**src/rtl/i_fetch2_pkg.sv**
```systemverilog
// Shared definitions for the instruction-pair fetch unit: FSM states,
// pair/word geometry and address alignment helpers.
package i_fetch2_pkg;

  typedef enum logic [1:0] {
    S_BOOT  = 2'd0,
    S_FETCH = 2'd1,
    S_LO    = 2'd2,
    S_HI    = 2'd3
  } state_t;

  localparam logic [31:0] PAIR_BYTES       = 32'd8;
  localparam logic [31:0] WORD_BYTES       = 32'd4;
  localparam logic [31:0] DEFAULT_RESET_PC = 32'h0000_0000;

  function automatic logic [31:0] pair_align(input logic [31:0] addr);
    return addr & ~(PAIR_BYTES - 32'd1);
  endfunction

  function automatic logic [31:0] word_align(input logic [31:0] addr);
    return addr & ~(WORD_BYTES - 32'd1);
  endfunction

endpackage

```
**src/rtl/i_fetch2.sv**
```systemverilog
// Instruction-pair fetch unit: owns the PC, fetches 64-bit pairs over a
// req/ack handshake and steps pc_out through both words of each pair.
import i_fetch2_pkg::*;

module i_fetch2 #(
  parameter logic [31:0] RESET_PC = DEFAULT_RESET_PC
) (
  input  logic        clk,
  input  logic        rst,
  input  logic        stall,
  input  logic        redirect,
  input  logic [31:0] redirect_pc,
  output logic        imem_req,
  output logic [31:0] imem_addr,
  input  logic        imem_ack,
  input  logic [63:0] imem_rdata,
  output logic [31:0] data1,
  output logic [31:0] data2,
  output logic        en2,
  output logic [31:0] pc_out,
  output logic        busy
);

  state_t      state, state_nxt;
  logic [31:0] base;
  logic        start_hi;
  logic        drop;
  logic        ack_ok;
  logic        take_pair;

  // An ack only counts while a request is outstanding.
  assign ack_ok    = (state == S_FETCH) && imem_ack;
  assign take_pair = ack_ok && !drop && !redirect;

  assign imem_req = (state == S_FETCH);
  assign busy     = (state == S_BOOT) || (state == S_FETCH);

  always_ff @(posedge clk or posedge rst) begin
    if (rst) state <= S_BOOT;
    else     state <= state_nxt;
  end

  always_comb begin
    state_nxt = state;
    case (state)
      S_BOOT:  state_nxt = S_FETCH;
      S_FETCH: if (take_pair) state_nxt = start_hi ? S_HI : S_LO;
      S_LO:    if (redirect) state_nxt = S_FETCH;
               else if (!stall) state_nxt = S_HI;
      S_HI:    if (redirect || !stall) state_nxt = S_FETCH;
      default: state_nxt = S_BOOT;
    endcase
  end

  always_ff @(posedge clk or posedge rst) begin
    if (rst) begin
      base      <= pair_align(RESET_PC);
      pc_out    <= word_align(RESET_PC);
      start_hi  <= RESET_PC[2];
      drop      <= 1'b0;
      imem_addr <= pair_align(RESET_PC);
      data1     <= 32'd0;
      data2     <= 32'd0;
      en2       <= 1'b0;
    end else begin
      en2 <= take_pair;
      if (take_pair) begin
        data1 <= imem_rdata[31:0];
        data2 <= imem_rdata[63:32];
      end
      if (redirect) begin
        base     <= pair_align(redirect_pc);
        pc_out   <= word_align(redirect_pc);
        start_hi <= redirect_pc[2];
        // An unacked request must keep its address; the reply is discarded later.
        if (state == S_FETCH && !imem_ack) begin
          drop <= 1'b1;
        end else begin
          drop      <= 1'b0;
          imem_addr <= pair_align(redirect_pc);
        end
      end else begin
        case (state)
          S_FETCH: if (ack_ok && drop) begin
            drop      <= 1'b0;
            imem_addr <= base;
          end
          S_LO: if (!stall) pc_out <= base + WORD_BYTES;
          S_HI: if (!stall) begin
            base      <= base + PAIR_BYTES;
            pc_out    <= base + PAIR_BYTES;
            imem_addr <= base + PAIR_BYTES;
            start_hi  <= 1'b0;
          end
          default: ;
        endcase
      end
    end
  end

endmodule

```
**config.mk**
```make
export PLATFORM = sky130hd
export DESIGN_NAME = i_fetch2
export DESIGN_NICKNAME = d
export VERILOG_FILES = /design/src/rtl/i_fetch2_pkg.sv /design/src/rtl/i_fetch2.sv
export SDC_FILE = /design/constraint.sdc
export NUM_CORES = 1
export LEC_CHECK = 0
export CAP_MARGIN = 5
export CORE_UTILIZATION = 35
export CTS_CLUSTER_SIZE = 40
export DETAILED_ROUTE_END_ITERATION = 16
export PLACE_DENSITY = 0.67
export SLEW_MARGIN = 5
export SYNTH_ARGS = -nofsm -noshare
export SYNTH_HDL_FRONTEND = slang
export SYNTH_SLANG_ARGS = --single-unit
```
**constraint.sdc**
```tcl
create_clock -name clk -period 8.4 [get_ports clk]
set_input_delay 0.84 -clock clk [delete_from_list [all_inputs] [get_ports clk]]
set_output_delay 0.84 -clock clk [all_outputs]
set_load 0.005 [all_outputs]
```
=== After elaboration in Yosys (flattened, before gate mapping) ===
Cells that the tools add are included.
Widths: inputs -> output; s select.

* Flip-flop bits (word level): 165
* Input bits: 101

* Add/sub/neg operators: 2
* Eq/ne operators: 10
* Multiplexer cells: 23
* Reductions and logical operators: 22

{| class="wikitable"
|+ Operator list
! kind !! number
|-
| $mux 32 || 8
|-
| $pmux 32 s2 || 2
|-
| $add 32x3->32 const B || 1
|-
| $add 32x4->32 const B || 1
|-
| $mux 1 || 8
|-
| $mux 2 || 4
|-
| $pmux 2 s4 || 1
|-
| $ne 3x3->1 const B || 2
|-
| $reduce_and 3->1 || 2
|-
| $reduce_bool 2->1 || 3
|-
| $reduce_bool 3->1 || 2
|-
| $logic_and 1x1->1 || 5
|-
| $eq 2x2->1 const B || 2
|-
| $logic_not 1->1 || 4
|-
| $ne 2x1->1 const B || 2
|-
| $ne 2x2->1 const B || 2
|-
| $reduce_and 2->1 || 2
|-
| $reduce_and 4->1 || 1
|-
| $ne 3x2->1 const B || 1
|-
| $eq 2x1->1 const B || 1
|-
| $logic_not 2->1 || 1
|-
| $logic_or 1x1->1 || 2
|}

=== Logic depth before layout (Yosys ltp) ===
Gate-level depths: netlist of run 1.

* Depth after elaboration: 6
* Gate-level depth with buffers: 9

=== Worst setup path before layout of run 1 ===
Ideal clock, no wire load.

* Path kind: input-to-reg
* From: input port redirect
* To: register data1[0]
* Arrival: 2218 ps
* Required time: 8275 ps
* Setup slack: 6057 ps
* Stages on the path: 6
* Path buffers: 3
* Cells stage by stage: clkbuf_1 > nor2_1 > and3_1 > clkbuf_1 > buf_2 > mux2_2

* Word-level cells in the longest chain between the ends: 2

{| class="wikitable"
|+ Ends and longest elaborated chain
! item !! line !! source
|-
| from (decl) || i_fetch2.sv:11 || <nowiki>input logic redirect,</nowiki>
|-
| $logic_not 1->1 || i_fetch2.sv:33 || <nowiki>assign take_pair = ack_ok && !drop && !redirect;</nowiki>
|-
| $logic_and 1x1->1 || i_fetch2.sv:33 ||
|-
| to (signal assigned) || i_fetch2.sv:68 || <nowiki>data1 <= imem_rdata[31:0];</nowiki>
|-
| to (decl) || i_fetch2.sv:17 || <nowiki>output logic [31:0] data1,</nowiki>
|}

No other way between the ends.
A chain may end at the register's enable or synchronous reset.

=== Final worst setup path of run 1 ===
* From: input port redirect
* To: register imem_addr[26]

* Word-level cells in the longest chain between the ends: 2

{| class="wikitable"
|+ Ends and longest elaborated chain
! item !! line !! source
|-
| $ne 3x2->1 (no line) (tied with other cells) || n/a ||
|-
| $reduce_and 4->1 (no line) || n/a ||
|-
| to (signal assigned) || i_fetch2.sv:61 || <nowiki>imem_addr <= pair_align(RESET_PC);</nowiki>
|-
| to (signal assigned) || i_fetch2.sv:80 || <nowiki>imem_addr <= pair_align(redirect_pc);</nowiki>
|-
| to (signal assigned) || i_fetch2.sv:86 || <nowiki>imem_addr <= base;</nowiki>
|-
| to (decl) || i_fetch2.sv:14 || <nowiki>output logic [31:0] imem_addr,</nowiki>
|}

Parallel ways exist; a longest one is shown, timed or not.

==> results of run 1 <==
[area by class of cell]
| cell class | count | area share (%) |
|---|---|---|
| Clock inverter | 14 | 1.26 |
| Clock buffer | 18 | 4.10 |
| Sequential cell | 159 | 37.2 |
| Timing Repair Buffer | 237 | 21.9 |
| Tap cell | 275 | 3.22 |
| Multi-Input combinational cell | 491 | 31.9 |
| Inverter | 10 | 0.398 |
[registers in the layout, indices dropped and copies added (netlist names)]
name / count
data1: 32
data2: 32
pc_out: 31
imem_addr: 30
base: 29
state: 2
drop: 1
en2: 1
start_hi: 1
[power by group through the flow]
| stage | clock network (mW) | logic [mW] | registers, mW |
|---|---|---|---|
| global placement | 0 | 1.31 | 1.24 |
| global route | 0.822 | 1.43 | 1.28 |
| floorplan | 0 | 0.556 | 1.24 |
| finish | 0.768 | 1.31 | 1.24 |
| CTS | 0.786 | 1.33 | 1.24 |
| detailed placement | 0 | 1.33 | 1.25 |
[path summary, 6_finish.rpt]
path,from,to,cells after the start
setup / recovery,redirect,imem_addr[26]$_DFFE_PP0P_,8
hold / removal,imem_addr[8]$_DFFE_PP0P_,imem_addr[8]$_DFFE_PP0P_,2
setup reg to reg,state[1]$_DFFE_PP0P_,imem_addr[26]$_DFFE_PP0P_,7
hold reg to reg,imem_addr[8]$_DFFE_PP0P_,imem_addr[8]$_DFFE_PP0P_,2
max in group asynchronous,rst,imem_addr[23]$_DFFE_PP0P_,3
min in group asynchronous,rst,data1[28]$_DFFE_PP0P_,2
[stage by stage]
| step | hold slack [ns] | util (%) | instances | power [mW] | cell area, µm² |
|---|---|---|---|---|---|
| after floorplan | 0.470 | - | 716 | 1.79 | 7680 |
| after global placement | 0.463 | 47.6 | 1172 | 2.55 | 10100 |
| after detailed placement | 0.470 | 47.6 | 1172 | 2.58 | 10100 |
| after CTS | 0.485 | 50.3 | 1204 | 3.36 | 10700 |
| after global routing | 0.505 | 50.3 | 1204 | 3.52 | 10700 |
| final | 0.476 | 50.3 | 1204 | 3.32 | 10700 |
[logic make-up after synthesis]
family	count (synthesis)
compound gates	125
xor+xnor	45
fa+ha+maj	5
buf+inv	66
flops	159
mux	86
simple gates	230
[metal layers]
layer	global-route usage (%)	share of wire [%]	vias to the layer above
met5	0	0	-
met3	4.33	5.0	16
li1	-	-	2943
met1	26.4	44	3049
met2	31.8	50	138
met4	5.10	1.1	0
[critical path: stages]
cell      delay (ns)
buf_2           0.10
buf_4           0.28
inv_2           0.10
buf_4           0.65
a32o_2          0.95
nor2_1          0.37
nand3b_1        0.20
a21boi_0        0.20
[synthesized netlist by cell type (all sizes together) (4+ instances only)]
cell type	number
nor4	12
buf	26
o21a	5
and3	8
a31oi	4
ha	5
nand3	13
nor2	41
inv	10
a21oi	18
mux2i	12
dfrtp	159
o21ai	57
a21boi	6
nor3	32
or4	4
clkbuf	30
o31ai	10
nand2b	7
xor2	21
nand2	75
mux2	74
xnor2	24
nand4	23
==> flow_metrics.tcl, run 1 <==
set metrics [dict create \
    endpoint_kind "register" \
    vias 6146 \
    area_delta_synth_final_pct 39.3 \
    drive_gt1_share_pct 15.1 \
    timing.final.ws_setup_ns 4.98 \
    combinationalPowerShare_pct 39.5 \
    power_switching_mw 1.07 \
    core_um2 21300 \
    syn_inst 716 \
    grt_pass1_wl_um 33700 \
    rsz0062_at_grt "no" \
    ys_async_sr_fraction_pct 100 \
    max_freq_ghz 0.293 \
    crit_path_start_kind "primary input" \
    cts-root-buf "clkbuf_16" \
    fin_crit_ns 3.42 \
    start_util_pct 36.1 \
    fill_cells 1924 \
    grt_pass1_vias 6173 \
    drv_cap 0 \
    finalSetupViolCount 0 \
    hpwl_um 15400 \
    synth_top_family_by_area "simple AND/OR/NAND/NOR gates" \
    slew_headroom_pct 36.1 \
    clkPwrFrac_pct 23.2 \
    die_h_um 150 \
    worstHoldPathType "register to register" \
    ant_nets 0 \
    antenna_cells 0 \
    synth_xor_area_share_pct 5.13 \
    hold_violations 0 \
    synth_top_area_cell "dfrtp_1" \
    finalWeightedCongestion 0.846 \
    antenna_found_initial 0 \
    synth_compound_area_share_pct 10.1 \
    finalCritPeriodShare_pct 40.7 \
    r2r_slack_ns 5.23 \
    grt_use_total_pct 19.6 \
    synth_flop_cell "dfrtp_1" \
    synthTopCellsByArea "dfrtp_1 52%, mux2_2 11%, nand2_1 3.6%, o21ai_0 3.5%, xnor2_1 2.7%" \
    syn_nets 822 \
    syn_avg_cell_area_um2 10.7 \
    fin_nets 1022 \
    rows 53 \
    synth_cell_types 59 \
    drt_pass1_iterations 4 \
    wirelength_um 21800 \
    seq_power_share_pct 37.3 \
    syn_area_um2 7680 \
    clock_path_buffers 2 \
    holdBufCountCts 0 \
    cts_setup_buffers 0 \
    intPower_mw 2.25 \
    power_density_nw_per_um2 310 \
    status "completed" \
    seq_area_frac_synth_pct 51.8 \
    required_ns 8.74 \
    grt_max_degree 91 \
    cp_data_arrival_time_ns 3.76 \
    worst_slew_pin_slew_ns 0.959 \
    vias_per_cell 5.10 \
    cts_resized 0 \
    synth.top_cell.area_share_pct 51.8 \
    drc_errors 0 \
    clkLatencyLatePin_ns 0.43 \
    first_iter_violations 379 \
    synth.area.mux_share_pct 12.4 \
    seqCellArea_um2 3980 \
    grt_overflow_total 0 \
    io_buffers 229 \
    peakVddDrop_uv 142 \
    p_sw_share_pct 32.3 \
    synth_warnings 0 \
    cts_num_sinks 159 \
    tritoncts "yes" \
    die-area_um2 22500 \
    synth_edf_count 0 \
    crit_type "primary input to register" \
    cellLeakagePower_nw 4.27 \
    die_w_um 150 \
    path_max_fanout 77 \
    synth-simple-area-share_pct 15.9 \
    ios 232 \
    finClkSkew_ns 0.00972 \
    synth-seq-cells 159 \
    htreeDepth 4 \
    post-place-ws_ns 4.51 \
    layout_common_cells "228 x clkdlybuf4s50_1, 159 x dfrtp_1, 74 x nand2_1, 74 x mux2_2, 54 x o21ai_0" \
    post_drt_wl_per_cell_um 18.1 \
    tns_ns 0 \
    final_common_cell "clkdlybuf4s50_1" \
    path_clk_slew_ns 0.07 \
    synthAdderAreaFrac_pct 0.814 \
    multiInputGateArea_um2 3410 \
    cts_made_buffers 17 \
    slew_violations 0 \
]
(Power assumes the default switching activity.)
==> run 2, diff against run 1 <==
Clock period 8.4 ns to 3.3 ns, I/O delays scaled along.
==> flow_metrics.tcl, run 2 (synthesized netlist as in run 1, its figures left out) <==
set metrics [dict create \
    worstHoldPathType "primary input to async pin" \
    cts_setup_buffers 0 \
    worst_slew_pin_slew_ns 0.751 \
    cp_data_arrival_time_ns 3.03 \
    die_w_um 150 \
    ant_nets 0 \
    fin_crit_ns 2.72 \
    htreeDepth 4 \
    cts-root-buf "clkbuf_16" \
    max_freq_ghz 0.368 \
    cts_resized 0 \
    rsz0062_at_grt "no" \
    holdBufCountCts 0 \
    finClkSkew_ns 0.00953 \
    drc_errors 0 \
    crit_path_start_kind "register" \
    clock_path_buffers 2 \
    first_iter_violations 411 \
    antenna_cells 0 \
    grt_overflow_total 0 \
    power_density_nw_per_um2 790 \
    antenna_found_initial 0 \
    io_buffers 229 \
    finalWeightedCongestion 0.848 \
    vias_per_cell 5.17 \
    cts_num_sinks 159 \
    core_um2 21300 \
    finalSetupViolCount 0 \
    r2r_cells 5 \
    cellLeakagePower_nw 4.28 \
    die-area_um2 22500 \
    path_clk_slew_ns 0.07 \
    clkLatencyLatePin_ns 0.43 \
    fill_cells 1935 \
    grt_max_degree 77 \
    drv_cap 0 \
    peakVddDrop_uv 416 \
    endpoint_kind "register" \
    vias 6250 \
    layout_common_cells "228 x clkdlybuf4s50_1, 159 x dfrtp_1, 74 x nand2_1, 74 x mux2_2, 54 x o21ai_0" \
    tritoncts "yes" \
    path_max_fanout 12 \
    cts_made_buffers 17 \
    area_delta_synth_final_pct 40.5 \
    rows 53 \
    grt_pass1_vias 6214 \
    grt_pass1_wl_um 34700 \
    tns_ns 0 \
    ios 232 \
    drive_gt1_share_pct 15.5 \
    start_util_pct 36.1 \
    grt_use_total_pct 20.3 \
    post_drt_wl_per_cell_um 18.4 \
    hpwl_um 15800 \
    postLayoutCoreUtil_pct 50.7 \
    slew_violations 0 \
    drt_pass1_iterations 5 \
    crit_type "register to register" \
    final_common_cell "clkdlybuf4s50_1" \
    fin_nets 1028 \
    finalCritPeriodShare_pct 82.3 \
    slew_headroom_pct 49.4 \
    hold_violations 0 \
    required_ns 3.61 \
    status "completed" \
    die_h_um 150 \
    wirelength_um 22200 \
    reg.largest.list "data1 (32), data2 (32), pc_out (31)" \
]
run 2: changes by cell type in the layout (fill, tap and decap cells not counted), moves of 3 or more:
cell	delta
buf_12	+3
buf_4	+3
clkinvlp_4	+6
inv_6	-5
inv_8	-5
run 2: path summary, 6_finish.rpt:
kind	slack, ns	from	end
max in group asynchronous	2.06	rst	pc_out[13]$_DFFE_PP0P_
hold / removal	0.37	rst	data1[30]$_DFFE_PP0P_
setup / recovery	0.58	state[1]$_DFFE_PP0P_	pc_out[18]$_DFFE_PP0P_
setup reg to reg	0.58	state[1]$_DFFE_PP0P_	pc_out[18]$_DFFE_PP0P_
hold reg to reg	0.48	imem_addr[8]$_DFFE_PP0P_	imem_addr[8]$_DFFE_PP0P_
min in group clk	0.45	redirect	pc_out[23]$_DFFE_PP0P_
run 2: area by class of cell:
type                            instances  area [µm²]  area share [%]
Clock buffer                           18         429            3.97
Clock inverter                         14         159            1.47
Tap cell                              275         344            3.19
Sequential cell                       159        3980            36.9
Timing Repair Buffer                  243        2430            22.5
Inverter                               10        41.3           0.382
Multi-Input combinational cell        491        3410            31.6
run 2: metal layers:
layer,vias to the layer above,wire (µm),global-route usage (%)
met1,3107,10100,28.7
met3,21,1090,3.82
li1,2952,-,-
met2,170,10700,31.1
met4,0,333,6.52
met5,-,0,0
run 2: critical path: stages (launching register included):
cell and delay, ns:
dfrtp_1 0.43, ha_1 0.48, nand4_1 0.49, nor4_1 0.71, xor2_1 0.18, a221o_1 0.32
run 2: metrics by stage:
| step | std cells | area, µm² | setup slack [ns] | hold WS (ns) | power [mW] |
|---|---|---|---|---|---|
| finish | 1210 | 10800 | 0.583 | 0.366 | 8.53 |
| global route | 1210 | 10800 | 0.378 | 0.428 | 9.05 |
| CTS | 1210 | 10800 | 0.642 | 0.375 | 8.64 |
| detailed placement | 1178 | 10200 | 0.670 | 0.470 | 6.61 |
| global placement | 1178 | 10200 | 0.723 | 0.462 | 6.54 |
| floorplan | 716 | 7690 | 0.955 | 0.451 | 4.56 |
run 2: report_power, final:
group	switching [mW]	internal [mW]
logic	1.36	2.02
registers	0.456	2.69
clock network	0.872	1.13
==> run 3, diff against run 2 <==
Clock period 3.3 ns to 2.75 ns, I/O delays scaled along.
==> flow_metrics.tcl, run 3 (synthesized netlist as in run 1, its figures left out) <==
set metrics [dict create \
    htreeDepth 4 \
    cts_num_sinks 159 \
    start_util_pct 36.1 \
    r2r-end "pc_out[30]$_DFFE_PP0P_" \
    final_cell_area_um2 10800 \
    antenna_found_initial 0 \
    ios 232 \
    antenna_cells 0 \
    tritoncts "yes" \
    required_ns 3.03 \
    core_um2 21300 \
    die_h_um 150 \
    r2r_slack_ns 0.31 \
    grt_util_met1_pct 27.7 \
    vias 6225 \
    peakVddDrop_uv 664 \
    post_drt_wl_per_cell_um 18.2 \
    cts-root-buf "clkbuf_16" \
    path_max_fanout 13 \
    fin_nets 1036 \
    crit_type "register to register" \
    r2r_cells 7 \
    drc_errors 0 \
    clkLatencyLatePin_ns 0.43 \
    grt_pass1_vias 6137 \
    vias_per_cell 5.12 \
    endpoint_kind "register" \
    wirelength_um 22100 \
    cts_setup_buffers 0 \
    placedInstanceArea_um2 10300 \
    power_density_nw_per_um2 938 \
    cp_data_arrival_time_ns 2.72 \
    grt_max_degree 85 \
    use_met2_pct 31.0 \
    finClkSkew_ns 0.00872 \
    die_w_um 150 \
    clock_path_buffers 2 \
    cts_made_buffers 17 \
    gr-max-usage-layer "met2" \
    grt_use_total_pct 20.0 \
    cts_resized 0 \
    rows 53 \
    slew_violations 0 \
    max_freq_ghz 0.411 \
    finalSetupViolCount 0 \
    rsz0062_at_grt "no" \
    drive_gt1_share_pct 16.2 \
    slew_headroom_pct 49.0 \
    area_delta_synth_final_pct 41.2 \
    drv_cap 0 \
    worstReg2RegStart "state[1]$_DFFE_PP0P_" \
    final_common_cell "clkdlybuf4s50_1" \
    finalCritPeriodShare_pct 88.6 \
    layout_common_cells "228 x clkdlybuf4s50_1, 159 x dfrtp_1, 74 x nand2_1, 74 x mux2_2, 54 x o21ai_0" \
    hpwl_um 16000 \
    path_clk_slew_ns 0.08 \
    cellLeakagePower_nw 4.33 \
    hold_violations 0 \
    first_iter_violations 367 \
    fin_crit_ns 2.44 \
    status "completed" \
    grt_pass1_wl_um 34200 \
    grt_overflow_total 0 \
    drt_pass1_iterations 6 \
    tns_ns 0 \
    ant_nets 0 \
    die-area_um2 22500 \
    worst_slew_pin_slew_ns 0.763 \
    worstHoldPathType "primary input to async pin" \
    io_buffers 229 \
    grtUsageMet3_pct 4.30 \
    crit_path_start_kind "register" \
    fill_cells 1933 \
    finalWeightedCongestion 0.829 \
    postLayoutCoreUtil_pct 50.9 \
    reg.largest.list "data1 (32), data2 (32), pc_out (31)" \
    holdBufCountCts 0 \
]
run 3: cell count changes in the layout (fill, tap and decap cells not counted):
cell / delta
clkinvlp_4: -3
buf_12: +2
inv_6: +2
buf_4: +6
inv_8: +2
clkbuf_1: -1
bufinv_16: -2
clkinv_4: +1
run 3: where the power goes:
| part | internal (mW) | switching [mW] | leakage [nW] |
|---|---|---|---|
| logic | 2.49 | 1.65 | 2.18 |
| registers | 3.23 | 0.545 | 1.88 |
| clock network | 1.19 | 1.08 | 0.266 |
| total | 6.90 | 3.28 | 4.33 |
run 3: per-stage QoR:
| step | worst slack, ns | total power, mW | hold slack [ns] | instances |
|---|---|---|---|---|
| 3_3_place_gp | 0.449 | 7.91 | 0.464 | 1186 |
| 3_5_place_dp | 0.418 | 7.99 | 0.467 | 1186 |
| 2_1_floorplan | 0.460 | 5.48 | 0.396 | 716 |
| 6_report | 0.315 | 10.2 | 0.114 | 1217 |
| 4_1_cts | 0.387 | 10.3 | 0.0991 | 1217 |
| 5_1_grt | 0.206 | 10.8 | 0.126 | 1217 |
run 3: metal layers:
metal  wire, µm  vias to the layer above
met3       1000                       25
li1           -                     2970
met1      10100                     3070
met2      10600                      160
met4        353                        0
met5          0                        -
run 3: critical path, stage by stage (launching register included):
cell and delay [ns]:
dfrtp_1 0.43, ha_1 0.49, buf_4 0.29, inv_1 0.09, nor3_1 0.46, nand4_1 0.18
xor2_1 0.21, o221ai_1 0.15
run 3: final cells by class:
cell class	instances	area, µm²	share of cell area [%]
well taps	275	344	3.17
inverters	10	41.3	0.381
multi-input cells	491	3410	31.5
flip-flops and latches	159	3980	36.7
repair buffers	251	2510	23.2
clock inverters	14	125	1.15
clock buffers	17	425	3.92
run 3: worst max path at each step:
stage                              start                        end  slack [ns]  depth (start not counted)
CTS                 state[1]$_DFFE_PP0P_  imem_addr[21]$_DFFE_PP0P_        0.39                          7
finish              state[1]$_DFFE_PP0P_     pc_out[30]$_DFFE_PP0P_        0.31                          7
detailed placement  state[1]$_DFFE_PP0P_     pc_out[30]$_DFFE_PP0P_        0.42                          7
global route        state[1]$_DFFE_PP0P_     pc_out[30]$_DFFE_PP0P_        0.21                          7
floorplan                            rst       base[10]$_DFFE_PP0N_        0.46                          1
global placement    state[1]$_DFFE_PP0P_     pc_out[30]$_DFFE_PP0P_        0.45                          7
